$ cat src/rtl/bch_15_7_serial_decoder_if.sv
// Handshake bundle for the bit-serial BCH(15,7) decoder.
// Both channels use valid/ready: a transfer happens on a rising clock edge
// where valid and ready are both high; the sender keeps valid and its data
// steady until that edge, and ready may depend on the receiver's state only.
interface bch_15_7_serial_decoder_if;
  logic       in_valid;
  logic       in_ready;
  logic       in_bit;
  logic       out_valid;
  logic       out_ready;
  logic [6:0] out_msg;
  logic [1:0] out_err_cnt;
  logic       out_uncorrectable;

  // Producer of codeword bits and consumer of results.
  modport master (
    output in_valid, in_bit, out_ready,
    input  in_ready, out_valid, out_msg, out_err_cnt, out_uncorrectable
  );

  // The decoder itself.
  modport slave (
    input  in_valid, in_bit, out_ready,
    output in_ready, out_valid, out_msg, out_err_cnt, out_uncorrectable
  );
endinterface

$ cat src/rtl/bch_15_7_serial_decoder.sv
// Bit-serial BCH(15,7,t=2) decoder over GF(16), x^4+x+1.
// Receives 15 bits MSB first, builds S1/S3 by Horner accumulation, solves the
// degree<=2 locator in one cycle, runs a 15-cycle Chien search, and presents
// the corrected message with an error count or an uncorrectable flag.
// Optional feature: define BCH_DEC_EARLY_EXIT_EN to skip the Chien search
// when both syndromes are zero (output values unchanged, result ready sooner).
module bch_15_7_serial_decoder (
  input  logic                           clk,
  input  logic                           rst,
  bch_15_7_serial_decoder_if.slave       bus,
  output logic [1:0]                     dbg_state
);

  typedef enum logic [1:0] {
    RECV   = 2'd0,
    LOCATE = 2'd1,
    CHIEN  = 2'd2,
    DONE   = 2'd3
  } state_t;

  state_t state, state_nx;

  // Multiply by alpha in polynomial basis: x^4 folds back to x+1.
  function automatic logic [3:0] mul_a(input logic [3:0] x);
    return {x[2:0], 1'b0} ^ (x[3] ? 4'h3 : 4'h0);
  endfunction

  function automatic logic [3:0] mul_a2(input logic [3:0] x);
    return mul_a(mul_a(x));
  endfunction

  function automatic logic [3:0] mul_a3(input logic [3:0] x);
    return mul_a(mul_a(mul_a(x)));
  endfunction

  // Discrete log base alpha; the zero entry is never consulted.
  function automatic logic [3:0] gf_log(input logic [3:0] x);
    logic [3:0] r;
    case (x)
      4'h1:    r = 4'd0;
      4'h2:    r = 4'd1;
      4'h3:    r = 4'd4;
      4'h4:    r = 4'd2;
      4'h5:    r = 4'd8;
      4'h6:    r = 4'd5;
      4'h7:    r = 4'd10;
      4'h8:    r = 4'd3;
      4'h9:    r = 4'd14;
      4'ha:    r = 4'd9;
      4'hb:    r = 4'd7;
      4'hc:    r = 4'd6;
      4'hd:    r = 4'd13;
      4'he:    r = 4'd11;
      4'hf:    r = 4'd12;
      default: r = 4'd0;
    endcase
    return r;
  endfunction

  // alpha^e for e in 0..14.
  function automatic logic [3:0] gf_alog(input logic [3:0] e);
    logic [3:0] r;
    case (e)
      4'd0:    r = 4'h1;
      4'd1:    r = 4'h2;
      4'd2:    r = 4'h4;
      4'd3:    r = 4'h8;
      4'd4:    r = 4'h3;
      4'd5:    r = 4'h6;
      4'd6:    r = 4'hc;
      4'd7:    r = 4'hb;
      4'd8:    r = 4'h5;
      4'd9:    r = 4'ha;
      4'd10:   r = 4'h7;
      4'd11:   r = 4'he;
      4'd12:   r = 4'hf;
      4'd13:   r = 4'hd;
      4'd14:   r = 4'h9;
      default: r = 4'h1;
    endcase
    return r;
  endfunction

  function automatic logic [3:0] mod15(input logic [5:0] v);
    return 4'(v % 6'd15);
  endfunction

  // Datapath state.
  logic [14:0] recv;        // raw received word, never modified by correction
  logic [3:0]  s1;
  logic [3:0]  s3;
  logic [3:0]  cnt;         // beat index in RECV, bit position in CHIEN
  logic [3:0]  t1;
  logic [3:0]  t2;
  logic [1:0]  degree;
  logic        unc_flag;
  logic [1:0]  root_cnt;
  logic [6:0]  flip_mask;   // message-bit corrections found so far

  // Registered outputs.
  logic        out_valid_q;
  logic [6:0]  out_msg_q;
  logic [1:0]  out_err_cnt_q;
  logic        out_unc_q;

  // Combinational helpers.
  logic        beat;
  logic [3:0]  s1_cube;
  logic [3:0]  num;
  logic [3:0]  sigma2;
  logic        loc_unc;
  logic [1:0]  degree_nx;
  logic [3:0]  eval;
  logic        root_now;
  logic [1:0]  root_total;
  logic [6:0]  mask_total;
  logic        correctable;
  logic        syn_zero;

  assign bus.in_ready          = (state == RECV);
  assign bus.out_valid         = out_valid_q;
  assign bus.out_msg           = out_msg_q;
  assign bus.out_err_cnt       = out_err_cnt_q;
  assign bus.out_uncorrectable = out_unc_q;
  assign dbg_state             = state;

  // State register.
  always_ff @(posedge clk) begin
    if (rst) state <= RECV;
    else     state <= state_nx;
  end

  // Next-state logic.
  always_comb begin
    state_nx = state;
    beat     = 1'b0;
    case (state)
      RECV: begin
        beat = bus.in_valid;
        if (beat && cnt == 4'd14) state_nx = LOCATE;
      end
      LOCATE: begin
        state_nx = CHIEN;
`ifdef BCH_DEC_EARLY_EXIT_EN
        if (syn_zero) state_nx = DONE;
`endif
      end
      CHIEN: begin
        if (cnt == 4'd0) state_nx = DONE;
      end
      DONE: begin
        if (bus.out_ready) state_nx = RECV;
      end
      default: state_nx = RECV;
    endcase
  end

  // Locator solve: sigma1 = S1, sigma2 = (S3 + S1^3) / S1.
  always_comb begin
    s1_cube  = 4'h0;
    num      = 4'h0;
    sigma2   = 4'h0;
    syn_zero = (s1 == 4'h0) && (s3 == 4'h0);
    loc_unc  = (s1 == 4'h0) && (s3 != 4'h0);
    if (s1 != 4'h0) begin
      s1_cube = gf_alog(mod15({2'b00, gf_log(s1)} * 6'd3));
      num     = s3 ^ s1_cube;
      if (num != 4'h0)
        sigma2 = gf_alog(mod15({2'b00, gf_log(num)} + 6'd15 - {2'b00, gf_log(s1)}));
    end
    if (sigma2 != 4'h0)  degree_nx = 2'd2;
    else if (s1 != 4'h0) degree_nx = 2'd1;
    else                 degree_nx = 2'd0;
  end

  // Chien step: root test at the current position and the running totals
  // that include it, so the final cycle can decide without an extra stage.
  always_comb begin
    eval       = 4'h1 ^ t1 ^ t2;
    root_now   = (eval == 4'h0);
    root_total = root_cnt + {1'b0, root_now};
    mask_total = flip_mask;
    if (root_now && cnt[3]) mask_total = flip_mask ^ (7'b1 << cnt[2:0]);
    correctable = !unc_flag && (root_total == degree);
  end

  // Datapath and registered outputs.
  always_ff @(posedge clk) begin
    if (rst) begin
      recv          <= 15'h0;
      s1            <= 4'h0;
      s3            <= 4'h0;
      cnt           <= 4'd0;
      t1            <= 4'h0;
      t2            <= 4'h0;
      degree        <= 2'd0;
      unc_flag      <= 1'b0;
      root_cnt      <= 2'd0;
      flip_mask     <= 7'h0;
      out_valid_q   <= 1'b0;
      out_msg_q     <= 7'h0;
      out_err_cnt_q <= 2'd0;
      out_unc_q     <= 1'b0;
    end else begin
      case (state)
        RECV: begin
          if (beat) begin
            recv <= {recv[13:0], bus.in_bit};
            s1   <= mul_a(s1)  ^ {3'b000, bus.in_bit};
            s3   <= mul_a3(s3) ^ {3'b000, bus.in_bit};
            cnt  <= (cnt == 4'd14) ? 4'd0 : cnt + 4'd1;
          end
        end
        LOCATE: begin
          t1        <= mul_a(s1);
          t2        <= mul_a2(sigma2);
          degree    <= degree_nx;
          unc_flag  <= loc_unc;
          root_cnt  <= 2'd0;
          flip_mask <= 7'h0;
          cnt       <= 4'd14;
`ifdef BCH_DEC_EARLY_EXIT_EN
          if (syn_zero) begin
            out_valid_q   <= 1'b1;
            out_msg_q     <= recv[14:8];
            out_err_cnt_q <= 2'd0;
            out_unc_q     <= 1'b0;
          end
`endif
        end
        CHIEN: begin
          t1        <= mul_a(t1);
          t2        <= mul_a2(t2);
          root_cnt  <= root_total;
          flip_mask <= mask_total;
          if (cnt != 4'd0) begin
            cnt <= cnt - 4'd1;
          end else begin
            out_valid_q <= 1'b1;
            if (correctable) begin
              out_msg_q     <= recv[14:8] ^ mask_total;
              out_err_cnt_q <= degree;
              out_unc_q     <= 1'b0;
            end else begin
              out_msg_q     <= recv[14:8];
              out_err_cnt_q <= 2'd0;
              out_unc_q     <= 1'b1;
            end
          end
        end
        DONE: begin
          if (bus.out_ready) begin
            out_valid_q <= 1'b0;
            s1          <= 4'h0;
            s3          <= 4'h0;
            cnt         <= 4'd0;
            degree      <= 2'd0;
            unc_flag    <= 1'b0;
            root_cnt    <= 2'd0;
            flip_mask   <= 7'h0;
          end
        end
        default: ;
      endcase
    end
  end

endmodule

$ cat src/flat_wrapper.sv
// flat-port wrapper written by rule: the top's interface ports become plain ports
module bch_15_7_serial_decoder_flat 
  (clk, rst, dbg_state, bus_in_valid, bus_in_bit, bus_out_ready, bus_in_ready, bus_out_valid, bus_out_msg, bus_out_err_cnt, bus_out_uncorrectable);
  bch_15_7_serial_decoder_if bus_i ();
  input  logic clk;
  input  logic rst;
  output logic [1:0] dbg_state;
  input wire logic [$bits(bus_i.in_valid)-1:0] bus_in_valid;
  input wire logic [$bits(bus_i.in_bit)-1:0] bus_in_bit;
  input wire logic [$bits(bus_i.out_ready)-1:0] bus_out_ready;
  output wire logic [$bits(bus_i.in_ready)-1:0] bus_in_ready;
  output wire logic [$bits(bus_i.out_valid)-1:0] bus_out_valid;
  output wire logic [$bits(bus_i.out_msg)-1:0] bus_out_msg;
  output wire logic [$bits(bus_i.out_err_cnt)-1:0] bus_out_err_cnt;
  output wire logic [$bits(bus_i.out_uncorrectable)-1:0] bus_out_uncorrectable;
  assign bus_i.in_valid = bus_in_valid;
  assign bus_i.in_bit = bus_in_bit;
  assign bus_i.out_ready = bus_out_ready;
  assign bus_in_ready = bus_i.in_ready;
  assign bus_out_valid = bus_i.out_valid;
  assign bus_out_msg = bus_i.out_msg;
  assign bus_out_err_cnt = bus_i.out_err_cnt;
  assign bus_out_uncorrectable = bus_i.out_uncorrectable;
  bch_15_7_serial_decoder u_core (.clk(clk), .rst(rst), .bus(bus_i), .dbg_state(dbg_state));
endmodule
$ cat config.mk
export PLATFORM = sky130hd
export DESIGN_NAME = bch_15_7_serial_decoder_flat
export DESIGN_NICKNAME = d
export VERILOG_FILES = /design/src/rtl/bch_15_7_serial_decoder_if.sv /design/src/rtl/bch_15_7_serial_decoder.sv /design/src/flat_wrapper.sv
export SDC_FILE = /design/constraint.sdc
export NUM_CORES = 1
export LEC_CHECK = 0
export ABC_AREA = 1
export CAP_MARGIN = 20
export CORE_MARGIN = 4
export CORE_UTILIZATION = 55
export DETAILED_ROUTE_END_ITERATION = 7
export PLACE_DENSITY = 0.74
export SETUP_SLACK_MARGIN = 0.5
export SLEW_MARGIN = 20
export SYNTH_ARGS = -nofsm -noshare
export SYNTH_HDL_FRONTEND = slang
export SYNTH_SLANG_ARGS = --single-unit
$ cat constraint.sdc
create_clock -name clk -period 21.8 [get_ports clk]
set_input_delay 2.18 -clock clk [delete_from_list [all_inputs] [get_ports clk]]
set_output_delay 2.18 -clock clk [all_outputs]
set_load 0.005 [all_outputs]
---- Word-level counts from Yosys, hierarchy flattened ----
Memory sizes are Yosys's and may differ from the RTL's. A register that Yosys moved wholly into a read port is not among the register bits.
Index checks and enable logic that the tools add are counted.
word-level totals
  register bits ........................... 60
  ROM bits ................................ 320
  bits of input ports ..................... 5
  output and inout port bits .............. 14
  word-level logic and storage cells ...... 135
  memories ................................ 5
memory list
  name              words  bits a word  rd ports  clocked after memory_dff  write ports  line                           RTL
  (name not given)  16     4            1         1                         0            bch_15_7_serial_decoder.sv:39  case (x)
  (name not given)  16     4            1         0                         0            bch_15_7_serial_decoder.sv:63  case (e)
  (name not given)  16     4            1         0                         0            bch_15_7_serial_decoder.sv:39
  (name not given)  16     4            1         1                         0            bch_15_7_serial_decoder.sv:39
  (name not given)  16     4            1         0                         0            bch_15_7_serial_decoder.sv:63
cells by class
  add/subtract/negate cells ............... 5
  $mul .................................... 1
  div/mod/pow operators ................... 2
  equal/unequal tests ..................... 11
  shift operators ......................... 1
  muxes and demuxes ....................... 51
  bitwise logic cells ..................... 17
  reductions and logical operators ........ 27
operator list
  kind                   number
  $mux W4                18
  $xor A4 B4 Y4          11
  $pmux W4 S2            4
  $mux W2                14
  $mux W7                3
  $pmux W7 S3            1
  $reduce_bool A4 Y1     5
  $pmux W4 S4            1
  $xor A7 B7 Y7          2
  $logic_not A4 Y1       3
  $mod A6 B4 Y6 const B  2
  $reduce_and A3 Y1      4
  $ne A2 B1 Y1 const B   4
  $pmux W2 S4            1
  $reduce_and A2 Y1      4
  $reduce_bool A2 Y1     4
  $xor A4 B1 Y4          2
  $shl A1 B3 Y7 const A  1
  $mul A4 B2 Y6 const B  1
  $pmux W2 S3            1
  $sub A6 B4 Y6          1
  $add A4 B4 Y5 const B  1
  $mux W1                5
  $add A4 B1 Y4 const B  1
  14 further kinds       21

---- Logic depth before layout (Yosys ltp) ----
Gate-level depths: netlist of the first run.
An unclocked memory read counts as a cell.
  depth after elaboration ................. 21
  gate-level depth with buffers ........... 77
  mapped depth without buffers ............ 77

---- Worst setup path after synthesis of the first run ----
OpenSTA, ideal clock, no wires.
  kind .................................... flip-flop to flip-flop
  start ................................... register (tool-made name)
  end ..................................... register u_core.t2[1]
  setup time .............................. 0.095 ns
  data arrival time ....................... 8.951 ns
  required time ........................... 21.705 ns
  setup slack ............................. 12.753 ns
  cell stages (with the launch flop) ...... 72
  path buffers ............................ 0
  clock period less this slack ............ 9.047 ns
  cell sequence ........................... dfxtp_1 > ha_1 > fa_1 > xnor2_1 > ha_1 > nand2_2 > inv_2 > nand4_1 > nand2_2 > ha_1 > inv_1 > nor2_2 > nand3_1 > nand2_2 > inv_4 > nand2_4 > nand2_1 > nand2_1 > [... 36 more ...] > nor2_1 > nand3_1 > nand2_2 > inv_2 > nand2_4 > nand2_1 > nand2_1 > ha_1 > nand3_2 > o21ai_4 > nand2_1 > nand2_1 > ha_1 > o211ai_1 > nand3_1 > ha_1 > a21oi_1 > a221oi_1
RTL lines
  item                  line                            RTL
  to (signal assigned)  bch_15_7_serial_decoder.sv:216  t2 <= mul_a2(sigma2);
  to (signal assigned)  bch_15_7_serial_decoder.sv:233  t2 <= mul_a2(t2);
  to (decl)             bch_15_7_serial_decoder.sv:94   logic [3:0] t2;

==> results of run 1 <==
-- area by class of cell --
| type | count | area [um2] |
|---|---|---|
| clock buffer | 12 | 155 |
| timing repair buffer | 19 | 183 |
| multi-input combinational | 597 | 3650 |
| inverter | 121 | 464 |
| tap | 133 | 166 |
| clock inverter | 1 | 5.00 |
| fill | 923 | 3830 |
| sequential | 64 | 1280 |
-- path summary, 6_finish.rpt --
path / start / endpoint / slack, ps / depth (start not counted)
setup / recovery: flop / u_core.t2[1]$_SDFFE_PP0P_ / 11730 / 71
hold reg to reg: u_core.bus.out_err_cnt[0]$_SDFFE_PP0P_ / u_core.bus.out_err_cnt[0]$_SDFFE_PP0P_ / 470 / 2
hold / removal: u_core.bus.out_err_cnt[0]$_SDFFE_PP0P_ / u_core.bus.out_err_cnt[0]$_SDFFE_PP0P_ / 470 / 2
setup reg to reg: flop / u_core.t2[1]$_SDFFE_PP0P_ / 11730 / 71
-- per-layer routing --
metal | vias to the layer above | GRT usage | share of wire
met5 | - | 0 | 0
met4 | 0 | 0.0721 | 0.016
met3 | 17 | 0.0402 | 0.036
met2 | 95 | 0.396 | 0.50
met1 | 2280 | 0.268 | 0.45
li1 | 2618 | - | -
-- cell usage in the layout (no fill, tap or decap), drive strengths merged --
master,Yosys,final
nor4,1,1
a21o,1,1
nand2,225,225
buf,4,2
xor2,16,16
xnor2,7,7
clkinv,4,5
or2,5,5
clkdlybuf4s50,0,17
a21oi,43,43
o211ai,10,10
a31oi,6,6
nand4,9,9
o311ai,1,1
o21ai,58,58
inv,117,117
o21a,3,3
clkbuf,10,12
fa,2,2
o21bai,1,1
a32oi,2,2
a221oi,3,3
ha,45,45
nand3b,2,2
o221ai,7,7
nor3,8,8
nor2,68,68
dfxtp,64,64
a211oi,3,3
nand3,71,71
-- registers in the layout, indices dropped and copies added, names as in the netlist, named ones only --
| name | flops |
|---|---|
| u_core.dbg_state | 2 |
| u_core.t2 | 4 |
| u_core.s3 | 4 |
| u_core.cnt | 4 |
| u_core.recv | 15 |
| u_core.flip_mask | 7 |
| u_core.bus.out_msg | 7 |
| u_core.bus.out_valid | 1 |
| u_core.root_cnt | 2 |
| u_core.degree | 2 |
| u_core.t1 | 4 |
| u_core.unc_flag | 1 |
| u_core.s1 | 4 |
| u_core.bus.out_uncorrectable | 1 |
| u_core.bus.out_err_cnt | 2 |
-- kinds of logic (layout without fill, tap and decap cells) --
family / count (synthesis) / after routing / share of synthesized area
fa+ha+maj: 47 / 47 / 0.111
flops: 64 / 64 / 0.235
xor+xnor: 23 / 23 / 0.0370
simple gates: 389 / 389 / 0.369
buf+inv: 135 / 153 / 0.0969
compound gates: 138 / 138 / 0.152
-- per-stage QoR --
step	utilization	worst slack, ps	instances	hold slack, ps	instance area, um2
after floorplan	-	12750	796	450	5450
after global placement	0.590	12270	934	458	5740
after detailed placement	0.590	11770	934	462	5740
after CTS	0.606	11730	947	475	5900
after global routing	0.606	10810	947	503	5900
final	0.606	11730	947	467	5900
-- worst register-to-register path, delay by kind of cell (launching register included) --
kind / cells / cell delay (ps)
adders and majority gates: 14 / 3440
and+or+nand+nor: 36 / 3380
AOI/OAI and AO/OA: 6 / 1070
buffers and inverters: 12 / 900
xor gates and xnor gates: 3 / 760
DFF: 1 / 400
==> implementation parameters, run 1 <==
Parameter                              Value

Clock tree
  PostCTS Resize Cnt    0
  Library cell used as clock root buffer    clkbuf_8
  CTS tree    yes
  Number of hold-repair buffers added at the cts stage    0
  Number of H-tree levels    3
  Post-CTS clock slew at the launch and capture registers of the worst setup and hold paths    70 ps
  Number of clock sinks    64
  Setup fix buffers added after clock tree synthesis    0
  Clock insertion delay at the later pin of the skew report    350 ps
  Number of CTS-inserted buffers    9
  Bufs on Longest Clock Path    2

Worst setup path
  Peak fanout along the critical path    8
  Endpoint required time on the critical path    22060 ps
  Buffer and inverter count on the worst path    12
  Endpoint kind of the worst setup timing path    flop
  Type of origin of the critical path    flop
  Slowest-stage cell, CP    fa_1
  CP max stage delay    420 ps
  Critical path arrival    10340 ps
  Kind of critical path    flop to flop
  Cell family contributing the most delay on the critical path    adder cells

Die
  Die area    11600 um2
  Total core area    9730 um2
  Site Rows    36
  Height of the chip    108 um
  Initial core utilization    0.560
  DIE WIDTH    108 um
  Ports placed on the boundary    19

Timing
  Relative slew slack    0.359
  Period minus WS final    10070 ps
  Aggregate negative setup slack    0 ps
  Final number of max-transition violations    0
  Count of endpoints failing setup in the final report    0
  Setup repair after global routing missed its margin    no
  Part of the cycle the worst path needs    0.462
  Clock skew after layout    7.35 ps
  Peak clock frequency supported by timing    99.3 MHz
  Hold violation count in the final report    0
  Slew at the pin closest to its max-slew limit    960 ps

Place
  Count of buffers inserted at the top-level ports    18
  Estimated wirelength of the detail-placed design    9290 um
  Placer Congestion    0.865

Route
  Via total after detailed routing    5010
  Final routed wire length divided by cell count    12.7 um
  TritonRoute pass-1 iters    5
  Drt drc    0
  Total length of routed wires    12000 um
  Number of nets still failing antenna checks after routing    0
  Number of DRC markers after the initial detailed-route iteration    245
  Average vias per placed instance    5.29

Layout
  Share of layout cells above drive strength 1    0.145
  Area delta synth->final    8.26%
  Antenna Diode Count    0
  Final Net Count    864

Synth
  Post-synthesis register bit count    64
  Syn. warnings    0
  EDFF count, synth    0
  Number of standard cells after synthesis    796
  Unique cell type count in the Yosys netlist    49
  Total nets after synthesis    848
  Most numerous cell in the Yosys netlist    nand2_1
  FFs w/ async S/R, synth    0
  Top area cells in the synthesized netlist    dfxtp_1 (24%), nand2_1 (12%), ha_1 (10%)
  Share of the synthesized area in the top cell type    0.235
  Average size of a mapped cell    6.85 um2
  Fraction of the yosys area taken by sequential cells    0.235
  Area of the mapped netlist    5450 um2
  Largest area contributor in the netlist    dfxtp_1
  Most frequently used flop master after synthesis    dfxtp_1
  Post-synth top cells    nand2_1 (167), inv_1 (108), dfxtp_1 (64), nor2_1 (59), nand3_1 (58)

GRT
  Number of global-route vias before repair    4935
  First-pass GRT wire length    21400 um
  Total global routing overflow    0
  Number of antenna violations at the first check in global routing    0
  Largest net degree at the start of global routing    34
  Global-route usage over all layers    0.222

Worst hold path
  Tightest Hold Check Type    flop to flop

Job
  Max cap viols    0

Run status
  Outcome    completed
Power of run 1 is left out: the tool's default activity adds up to more than one toggle a clock period on the data nets, which glitch-free logic cannot reach.
==> run 2: changes to the inputs <==
--- a/config.mk
+++ b/config.mk
@@ -10,7 +10,7 @@
 export CORE_MARGIN = 4
 export CORE_UTILIZATION = 55
 export DETAILED_ROUTE_END_ITERATION = 7
-export PLACE_DENSITY = 0.74
+export PLACE_DENSITY = 0.77
 export SETUP_SLACK_MARGIN = 0.5
 export SLEW_MARGIN = 20
 export SYNTH_ARGS = -nofsm -noshare
==> constraint.sdc (replaced) <==
create_clock -name clk -period 8.8 [get_ports clk]
set_input_delay 0.88 -clock clk [delete_from_list [all_inputs] [get_ports clk]]
set_output_delay 0.88 -clock clk [all_outputs]
set_load 0.005 [all_outputs]
==> run 2 against run 1 <==
The run now ends with negative setup slack left. Routed wire length up 15%. Count of clock-buffer cells in the layout down 1. Die area unchanged.
==> implementation parameters, run 2 (synthesized netlist as in run 1, its figures left out) <==
Parameter                              Value

Route
  Average vias per placed instance    5.42 (was 5.29)
  Number of DRC markers after the initial detailed-route iteration    391 (was 245)
  Final routed wire length divided by cell count    13.6 um (was 12.7 um)
  Total length of routed wires    13800 um (was 12000 um)
  Number of nets still failing antenna checks after routing    0 (unchanged)
  Drt drc    0 (unchanged)
  Via total after detailed routing    5522 (was 5010)
  TritonRoute pass-1 iters    5 (unchanged)

Worst setup path
  Critical path arrival    9100 ps (was 10340 ps)
  Endpoint kind of the worst setup timing path    flop (unchanged)
  Number of cells on the worst reg-to-reg path    69 (was 71)
  Endpoint required time on the critical path    9060 ps (was 22060 ps)
  CP max stage delay    610 ps (was 420 ps)
  Worst path most repeated cell    ha_4
  Kind of critical path    flop to flop (unchanged)
  Slowest-stage cell, CP    fa_2 (was fa_1)
  FF-to-FF End    u_core.t2[1]$_SDFFE_PP0P_ (unchanged)
  Peak fanout along the critical path    6 (was 8)
  Type of origin of the critical path    flop (unchanged)
  Cell family contributing the most delay on the critical path    simple AND/OR/NAND/NOR gates (was adder cells)
  Setup slack, reg-to-reg    -40 ps (was 11730 ps)
  Buffer and inverter count on the worst path    12 (unchanged)

Place
  Placed Cells    946 (was 934)
  DP Area    5980 um2 (was 5740 um2)
  Placer Congestion    0.853 (was 0.865)
  Minimum setup slack after placement    -295 ps (was 11770 ps)
  Estimated wirelength of the detail-placed design    9370 um (was 9290 um)
  Count of buffers inserted at the top-level ports    18 (unchanged)

Die
  Site Rows    36 (unchanged)
  Initial core utilization    0.560 (unchanged)
  Height of the chip    108 um (unchanged)
  Total core area    9730 um2 (unchanged)
  Ports placed on the boundary    19 (unchanged)
  DIE WIDTH    108 um (unchanged)
  Die area    11600 um2 (unchanged)

Layout
  Antenna Diode Count    0 (unchanged)
  Share of layout cells above drive strength 1    0.281 (was 0.145)
  Non-filler cells, final    1018 (was 947)
  Post-Route Utilization    0.705 (was 0.606)
  Final Net Count    932 (was 864)
  Register bank with the most flops    u_core.recv (unchanged)
  Area delta synth->final    25.8% (was 8.26%)
  Flip-flop count of the largest register, all copies and words added    15 (unchanged)
  Most common cell after layout, fill and taps aside    nand2_1 (unchanged)
  Final design area excluding fillers    6860 um2 (was 5900 um2)
  Highest-count cells in the layout ignoring fill and taps    nand2_1 (152), inv_1 (99), buf_4 (67) (was nand2_1 (167), inv_1 (108), dfxtp_1 (64))

Worst hold path
  End point of the most critical hold path    u_core.bus.out_err_cnt[0]$_SDFFE_PP0P_ (unchanged)
  Tightest Hold Check Type    flop to flop (unchanged)
  Hold Path Cell Cnt    2 (unchanged)
  Hold Path Origin    u_core.bus.out_err_cnt[0]$_SDFFE_PP0P_ (unchanged)

Clock tree
  Number of CTS-inserted buffers    9 (unchanged)
  Library cell used as clock root buffer    clkbuf_8 (unchanged)
  Number of hold-repair buffers added at the cts stage    0 (unchanged)
  Number of clock sinks    64 (unchanged)
  Bufs on Longest Clock Path    2 (unchanged)
  CTS tree    yes (unchanged)
  Post-CTS clock slew at the launch and capture registers of the worst setup and hold paths    80 ps (was 70 ps)
  Clock insertion delay at the later pin of the skew report    340 ps (was 350 ps)
  Number of H-tree levels    3 (unchanged)

Timing
  Setup repair after global routing missed its margin    yes (was no)
  Hold violation count in the final report    0 (unchanged)
  Slew at the pin closest to its max-slew limit    1020 ps (was 960 ps)
  Final number of max-transition violations    0 (unchanged)
  Relative slew slack    0.316 (was 0.359)
  Count of endpoints failing setup in the final report    1 (was 0)
  Post-route setup slack    -35.5 ps (was 11730 ps)
  Period minus WS final    8840 ps (was 10070 ps)
  Clock skew after layout    7.91 ps (was 7.35 ps)
  Peak clock frequency supported by timing    113 MHz (was 99.3 MHz)
  Part of the cycle the worst path needs    1.00 (was 0.462)

Run status
  Outcome    finished, violations left (was completed)
  Violated checks    negative setup slack

GRT
  Number of global-route vias before repair    5281 (was 4935)
  GRT met1 Usage    0.275 (was 0.268)
  Global-route usage over all layers    0.237 (was 0.222)
  GR met3 Demand/Resource    0.0390 (was 0.0402)
  Number of antenna violations at the first check in global routing    0 (unchanged)
  Total global routing overflow    0 (unchanged)
  Routing usage on met2    0.441 (was 0.396)
  First-pass GRT wire length    23000 um (was 21400 um)
  Most crowded layer after global routing    met2 (unchanged)
  Largest net degree at the start of global routing    34 (unchanged)

Job
  Max cap viols    0 (unchanged)
==> run 2: cell types whose count changed in the layout (fill, tap and decap cells not counted), sizes merged <==
cell    delta
bufinv     +1
clkbuf     -1
buf       +68
clkinv     +3
==> run 2: metal layers <==
layer / vias to the layer above / wire length [um]
met5: - / 0
met4: 0 / 325
met3: 41 / 574
met2: 144 / 7240
met1: 2579 / 5700
li1: 2758 / -
==> run 2: worst reg2reg max path: cells and delay by family (launching register included) <==
| kind | cells | cell delay [ps] |
|---|---|---|
| xor+xnor | 1 | 140 |
| buf+inv | 12 | 1000 |
| fa+ha+maj | 13 | 3040 |
| flops | 1 | 350 |
| compound gates | 6 | 1070 |
| simple gates | 37 | 3140 |
==> run 2: final cells by class <==
| cell class | instances | area, um2 |
|---|---|---|
| fill | 790 | 2870 |
| inverter | 121 | 472 |
| tap | 133 | 166 |
| clock inverter | 5 | 53.8 |
| timing repair buffer | 87 | 701 |
| sequential | 64 | 1290 |
| clock buffer | 11 | 153 |
| multi-input combinational | 597 | 4020 |
==> run 2: metrics by stage <==
stage	hold WS [ps]	TNS, ps
2_1_floorplan	450	0
5_1_grt	492	-3370
3_3_place_gp	458	0
6_report	470	-35.5
4_1_cts	470	0
3_5_place_dp	459	-713
==> run 2: how the worst max path moves through the flow <==
stage,start,to,slack [ps],depth (start not counted)
2_1_floorplan,flop,u_core.t2[1]$_SDFFE_PP0P_,200,72
3_3_place_gp,flop,u_core.t2[1]$_SDFFE_PP0P_,100,68
3_5_place_dp,flop,u_core.t2[1]$_SDFFE_PP0P_,-300,65
4_1_cts,flop,u_core.t2[1]$_SDFFE_PP0P_,170,72
5_1_grt,flop,u_core.t2[1]$_SDFFE_PP0P_,-730,71
6_report,flop,u_core.t2[1]$_SDFFE_PP0P_,-40,69
==> run 2: repair_timing <==
item / CTS / global route
endpoints found under the setup margin: 6 / 6
cloned: 0 / 0
pin swaps: 37 / 52
setup buffers: 39 / 17
resized for setup: 28 / 30
Power of run 2 is left out for the same reason.
==> run 3: changes to the inputs <==
--- a/config.mk
+++ b/config.mk
@@ -9,7 +9,9 @@
 export CAP_MARGIN = 20
 export CORE_MARGIN = 4
 export CORE_UTILIZATION = 55
+export CTS_CLUSTER_SIZE = 12
 export DETAILED_ROUTE_END_ITERATION = 7
+export GPL_TIMING_DRIVEN = 1
 export PLACE_DENSITY = 0.77
 export SETUP_SLACK_MARGIN = 0.5
 export SLEW_MARGIN = 20
==> results of run 3 <==
Same layout as run 2: the final DEF is identical, and so are final timing and power.
Power of run 3 is left out for the same reason.
